**config.mk**
```make
export PLATFORM = sky130hd
export DESIGN_NAME = pe_result_drain
export DESIGN_NICKNAME = d
export VERILOG_FILES = /design/src/rtl/pe_result_drain.sv
export SDC_FILE = /design/constraint.sdc
export NUM_CORES = 1
export LEC_CHECK = 0
export BUFFER_PORTS_ARGS = -buffer_cell sky130_fd_sc_hd__buf_2
export CAP_MARGIN = 40
export CORE_MARGIN = 2
export CORE_UTILIZATION = 30
export CTS_BUF_LIST = sky130_fd_sc_hd__clkbuf_4 sky130_fd_sc_hd__clkbuf_8
export CTS_CLUSTER_DIAMETER = 60
export CTS_CLUSTER_SIZE = 30
export DETAILED_ROUTE_END_ITERATION = 8
export PLACE_DENSITY = 0.48
export SLEW_MARGIN = 40
export SYNTH_ARGS = -nofsm -noshare
export SYNTH_HDL_FRONTEND = slang
export SYNTH_SLANG_ARGS = --single-unit
export TNS_END_PERCENT = 30
```
**constraint.sdc**
```tcl
create_clock -name i_clk -period 16.65 [get_ports i_clk]
set_input_delay 1.665 -clock i_clk [delete_from_list [all_inputs] [get_ports i_clk]]
set_output_delay 1.665 -clock i_clk [all_outputs]
set_load 0.005 [all_outputs]
```
**src/rtl/pe_result_drain.sv**
```systemverilog
// Snapshots an N x N PE array's accumulators on a capture pulse and streams them row-major
// over valid/ready. Optional build macro PE_DRAIN_SAT_EN clamps each value to SAT_W bits.
module pe_result_drain #(
  parameter int N       = 4,
  parameter int Y_WIDTH = 32,
  parameter int SAT_W   = 16
) (
  input  logic                      i_clk,
  input  logic                      i_rst_n,
  input  logic                      i_capture,
  input  logic [N*N*Y_WIDTH-1:0]    i_y,
  output logic                      o_valid,
  input  logic                      i_ready,
  output logic [Y_WIDTH-1:0]        o_data,
  output logic [($clog2(N)|1)-1:0]  o_row,
  output logic [($clog2(N)|1)-1:0]  o_col,
  output logic                      o_last,
  output logic                      o_busy,
  output logic                      o_done,
  output logic                      o_overrun
);

  localparam int TOTAL = N * N;
  localparam int IDX_W = (TOTAL > 1) ? $clog2(TOTAL) : 1;
  localparam int RC_W  = $clog2(N) | 1;
  localparam logic [IDX_W-1:0] LAST_IDX = IDX_W'(TOTAL - 1);

  // Valid/ready: o_valid is high for the whole DRAIN state; a beat transfers on any
  // cycle with o_valid & i_ready, and o_data/o_row/o_col/o_last hold while it does not.

  typedef enum logic {
    IDLE  = 1'b0,
    DRAIN = 1'b1
  } state_t;

  state_t               state, state_nxt;
  logic [IDX_W-1:0]     idx;
  logic [Y_WIDTH-1:0]   snap [TOTAL];
  logic                 load;
  logic                 overrun_set;
  logic                 hs;
  logic                 final_hs;

`ifdef PE_DRAIN_SAT_EN
  localparam logic [Y_WIDTH-1:0] SAT_MAX = (Y_WIDTH'(1) << (SAT_W - 1)) - Y_WIDTH'(1);
  localparam logic [Y_WIDTH-1:0] SAT_MIN = ~SAT_MAX;

  // Clamp at capture time so the output path remains a plain mux.
  function automatic logic [Y_WIDTH-1:0] shape(input logic [Y_WIDTH-1:0] v);
    if ($signed(v) > $signed(SAT_MAX))      return SAT_MAX;
    else if ($signed(v) < $signed(SAT_MIN)) return SAT_MIN;
    else                                    return v;
  endfunction
`else
  function automatic logic [Y_WIDTH-1:0] shape(input logic [Y_WIDTH-1:0] v);
    return v;
  endfunction
`endif

  assign hs       = o_valid & i_ready;
  assign final_hs = hs & (idx == LAST_IDX);

  always_comb begin
    state_nxt   = state;
    load        = 1'b0;
    overrun_set = 1'b0;
    case (state)
      IDLE: begin
        if (i_capture) begin
          state_nxt = DRAIN;
          load      = 1'b1;
        end
      end
      DRAIN: begin
        if (final_hs) begin
          // A capture coinciding with the last beat chains straight into the next job.
          if (i_capture) load = 1'b1;
          else           state_nxt = IDLE;
        end else if (i_capture) begin
          overrun_set = 1'b1;
        end
      end
      default: state_nxt = IDLE;
    endcase
  end

  always_ff @(posedge i_clk) begin
    if (!i_rst_n) begin
      state     <= IDLE;
      idx       <= '0;
      o_done    <= 1'b0;
      o_overrun <= 1'b0;
      for (int k = 0; k < TOTAL; k++) snap[k] <= '0;
    end else begin
      state  <= state_nxt;
      o_done <= final_hs;
      if (overrun_set) o_overrun <= 1'b1;
      if (load) begin
        idx <= '0;
        for (int k = 0; k < TOTAL; k++) snap[k] <= shape(i_y[k*Y_WIDTH +: Y_WIDTH]);
      end else if (final_hs) begin
        idx <= '0;
      end else if (hs) begin
        idx <= idx + 1'b1;
      end
    end
  end

  assign o_valid = (state == DRAIN);
  assign o_busy  = (state == DRAIN);
  assign o_data  = snap[idx];
  assign o_row   = RC_W'(idx / N);
  assign o_col   = RC_W'(idx % N);
  assign o_last  = o_valid & (idx == LAST_IDX);

endmodule

```
Word-level counts from Yosys, hierarchy flattened
Memories as Yosys holds them, arrays and structs flattened. A register that Yosys moved wholly into a read port is not among the register bits.
Index checks and enable logic that the tools add are counted.
{"block": "classes", "add_sub_neg": 1, "n_eq_ne": 1, "muxes": 29, "n_bitwise": 21, "n_reduce_logical": 1}
{"operator": "two-way mux 32 bit", "n": 16}
{"operator": "bitwise OR 1 bit", "n": 16}
{"operator": "two-way mux 1 bit", "n": 9}
{"operator": "two-way mux 4 bit", "n": 2}
{"operator": "adder 4 x 1 -> 4 bit, second input constant", "n": 1}
{"operator": "equality test 4 bit, second input constant", "n": 1}
{"operator": "case mux 1 bit (2 select lines)", "n": 2}
{"operator": "bitwise AND 1 bit", "n": 3}
{"operator": "OR reduction 3 bit", "n": 1}
{"operator": "NOT 1 bit", "n": 2}
{"block": "word_totals", "reg_bits": 7, "ramBits": 512, "inputBits": 516, "output_inout_bits": 43, "wordCells": 58, "memories": 1}
{"memory": "snap", "words": 16, "width": 32, "read_ports": 1, "rd_clocked_by_memory_dff": 1, "write_ports": 16, "line_no": "38", "text": "logic [Y_WIDTH-1:0] snap [TOTAL];"}

Longest topological paths before layout
{"block": "logic_depth", "word_depth": 8, "ltp_mapped": 6, "mapped_depth_nobuf": 4}

Worst setup path after synthesis
OpenSTA, ideal clock, no wires.
{"block": "synth_timing", "kind": "input port to flip-flop", "from": "in i_ready", "to": "mem snap[0][0] (enable)", "setup_time_ns": 0.878, "arrival_ns": 12.197, "required_ns": 15.772, "setup_slack_ns": 3.575, "path_stages": 3, "path_buffers": 0, "cell_sequence": "nand4_2 nand2_1 a21o_1"}
{"element": "start, declared", "line_no": "13", "text": "input logic i_ready,"}
{"element": "end, declared", "line_no": "38"}

==> impl_metrics.csv <==
group,metric,value,unit
finish,drive_gt1_share,41.27,%
finish,regArea,0.01560,mm²
yosys,synth_top_area_share,66.85,%
detailed_routing,met1_length,29.43,mm
run_status,run_status,"finished, final reports clean",
cts,htreeDepth,2,
detailed_routing,met2_length,32.95,mm
cts,post_cts_resized,0,
cts,cts_hold_buf,0,
yosys,synth_cells,1397,
die,die_w,280.9,µm
timing,hold_viol_final,0,
power_and_ir_drop,switchingPower,0.7050,mW
placed_design,dp.cells,2903,
cts,cts_tree,"yes",
timing,finClkSkew,0.04939,ns
critical_path,cp.arrival,4.19,ns
critical_path,setup.worst_path.end,"o_data[21]",
critical_path,cp_common_cell,"buf_6",
yosys,yosys_warnings,0,
die,start_util,30.28,%
finish,mostFrequentLayoutCell,"buf_2",
power_and_ir_drop,p_leak,11.05,nW
timing,worst_pin_slew,0.8519,ns
timing,setup_violations,0,
worst_hold_path,hp-class,"flip-flop to flip-flop",
cts,cts.clk_slew.worst_paths,0.10,ns
die,dieArea,0.07890,mm²
power_and_ir_drop,pwr-share-comb,8.9,%
cts,postCtsSetupRepairBufs,0,
critical_path,path_buf_inv,3,
timing,final-max-slew-violation-count,0,
placed_design,routabilityCongestion,0.7756,
global_routing,grt_max_degree,114,
finish,multiInputGateArea,0.006932,mm²
global_routing,grt_pass1_vias,14625,
critical_path,crit_chain,"buf_6 > buf_6 > mux4_2 > a22oi_1 > nand2_1 > buf_2",
critical_path,worstSetupStartpointType,"flip-flop",
die,core_region_area,0.07595,mm²
critical_path,regToRegStartpoint,"idx[0]$_SDFFE_PP0N_",
detailed_routing,ant_nets,0,
yosys,synth-seq-cells,523,
cts,cts_root_buffer,"clkbuf_8",
power_and_ir_drop,power_density,98.61,mW/mm²
cts,cts_sinks,523,
detailed_routing,drt_iter0_drc,935,
critical_path,worstPathRequired,14.98,ns
job,cap_violations,0,
critical_path,crit_slowest_cell,"dfxtp_4",
detailed_routing,top_layer_used,"met5",
power_and_ir_drop,vdd_drop_max,0.04999,mV
detailed_routing,drtPass1Iterations,5,
power_and_ir_drop,switching_share,25.31,%
global_routing,grtUsageTotal,17.03,%
cts,clock_latency,0.69,ns
yosys,ys_types,31,
die,fp-row-count,101,
critical_path,critPathMaxStageDelay,0.79,ns
timing,rsz0062_at_grt,"false",
critical_path,crit_type,"flip-flop to primary output",
detailed_routing,vias,13735,
detailed_routing,drt-vias-per-instance,4.543,
yosys,synth_area,0.02300,mm²
detailed_routing,drc,0,
die,dieHeight,280.9,µm
critical_path,critPathTopFamily,"buffers and inverters",
global_routing,grt_overflow,0,
power_and_ir_drop,internal_power,2.080,mW
finish,area_growth,22.79,%
global_routing,grt_antenna_before_repair,37,
critical_path,worstReg2RegEnd,"snap[4][14]$_SDFFCE_PN0P_",
detailed_routing,wl_met3,4.604,mm
critical_path,crit_path_end_kind,"primary output",
yosys,yosysSeqAreaShare,67.81,%
critical_path,critical_path.max_fanout,40,
critical_path,rrSetupSlack,13.20,ns
yosys,synth_area_leaders,"edfxtp_1, and2_1, mux4_2",
cts,numCtsBuffers,54,
die,ios,559,
placed_design,hpwl,48.80,mm
timing,max_slew_margin,43.21,%
power_and_ir_drop,pwr-share-seq,56.8,%
finish,final_cells,3023,
timing,tns,0,ns
yosys,yosysTopAreaCell,"edfxtp_1",
finish,layout_common_cells,"buf_2, and2_1, edfxtp_1",
critical_path,r2r_cells,7,
detailed_routing,drt_wl_total,68.67,mm
timing,timing.hold.ws,0.4899,ns
detailed_routing,wire_per_inst,22.72,µm
timing,fin_crit,5.856,ns
placed_design,io_buffers,556,
critical_path,path_depth,6,
finish,fillCellCount,7330,
global_routing,grt_pass1_wl,97.28,mm
timing,fmax,170.8,MHz
cts,clockBufferDepth,3,
power_and_ir_drop,clockPowerShare,34.3,%
finish,fin_nets,2448,
timing,min_period_over_period,35.17,%
yosys,syn_avg_cell_area,16.46,µm²
## metrics by stage
step | power (mW) | util (%) | cell area, µm² | setup WS (ns)
2_1_floorplan | 1.769 | - | 23000 | 3.575
3_3_place_gp | 1.858 | 35.26 | 26780 | 10.83
3_5_place_dp | 1.866 | 35.37 | 26870 | 11.07
4_1_cts | 2.835 | 37.07 | 28150 | 10.26
5_1_grt | 2.906 | 37.17 | 28230 | 10.37
6_report | 2.785 | 37.19 | 28240 | 10.79
## power groups by stage
stage / combinational [mW] / clock, mW / sequential (mW)
2_1_floorplan: 0.136 / 0 / 1.63
3_3_place_gp: 0.246 / 0 / 1.61
3_5_place_dp: 0.252 / 0 / 1.61
4_1_cts: 0.253 / 0.998 / 1.58
5_1_grt: 0.272 / 1.04 / 1.59
6_report: 0.248 / 0.955 / 1.58
## worst register-to-register path: cells and delay by family (launching register included)
kind                       cells  cell delay, ns
and+or+nand+nor                2            0.47
DFF                            1            0.43
AOI/OAI and AO/OA              1            0.29
adders and majority gates      1            0.26
buffers and inverters          3            1.87
## routing by layer
layer	vias up	track usage, %
li1	6301	-
met1	6863	22.49
met2	412	27.71
met3	123	4.464
met4	36	4.648
met5	-	0
## logic make-up (layout without fill, tap and decap cells)
group                      count (synthesis)  in the layout  share of synthesized area, %
and+or+nand+nor                          563            563                         14.91
DFF                                      523            523                         67.81
muxes                                    128            128                         12.53
buffers and inverters                    105            684                         2.209
AOI/OAI and AO/OA                         75             75                         2.432
adders and majority gates                  1              1                       0.05439
other                                      1             18                       0.01630
xor gates and xnor gates                   1              1                       0.03809
## sequential cells by signal, indices dropped and copies added, names as in the netlist, named ones only
signal,count
snap,512
o_overrun,1
o_done,1
idx,4
o_busy,1
## worst min path at each step
| stage | start | endpoint | cells past startpoint |
|---|---|---|---|
| after floorplan | o_overrun$_SDFFE_PN0P_ | o_overrun$_SDFFE_PN0P_ | 2 |
| after global placement | o_overrun$_SDFFE_PN0P_ | o_overrun$_SDFFE_PN0P_ | 2 |
| after detailed placement | o_overrun$_SDFFE_PN0P_ | o_overrun$_SDFFE_PN0P_ | 2 |
| after CTS | o_overrun$_SDFFE_PN0P_ | o_overrun$_SDFFE_PN0P_ | 2 |
| after global routing | o_overrun$_SDFFE_PN0P_ | o_overrun$_SDFFE_PN0P_ | 2 |
| final | o_overrun$_SDFFE_PN0P_ | o_overrun$_SDFFE_PN0P_ | 2 |
## cell type report
cell class / instances / area share, %
Multi-Input combinational cell: 770 / 24.54
Tap cell: 1030 / 4.563
Sequential cell: 523 / 55.25
Clock inverter: 47 / 1.883
Inverter: 3 / 0.03987
Timing Repair Buffer: 579 / 10.90
Clock buffer: 55 / 2.680
Antenna cell: 16 / 0.1418
## cell usage after synthesis
master    number
xor2_1         1
nor2_1         2
and2_1       514
edfxtp_1     512
and3_1         1
buf_2          7
mux4_2       128
a22oi_1       64
clkbuf_2      30
buf_4         12
o21ai_0        2
or3_1          1
conb_1         1
nand3_1        3
a211oi_4       1
nor3b_1        1
dfxtp_1       11
ha_1           1
a211oi_1       2
clkbuf_1      40
a21o_1         1
nor2b_1        2
nor3_1         1
inv_1          3
nand4_2        1
a21oi_1        4
nand4_1        1
a31oi_1        1
buf_1         10
nand2_1       36
buf_6          3
No activity file was read; power rests on OpenSTA's default activity.
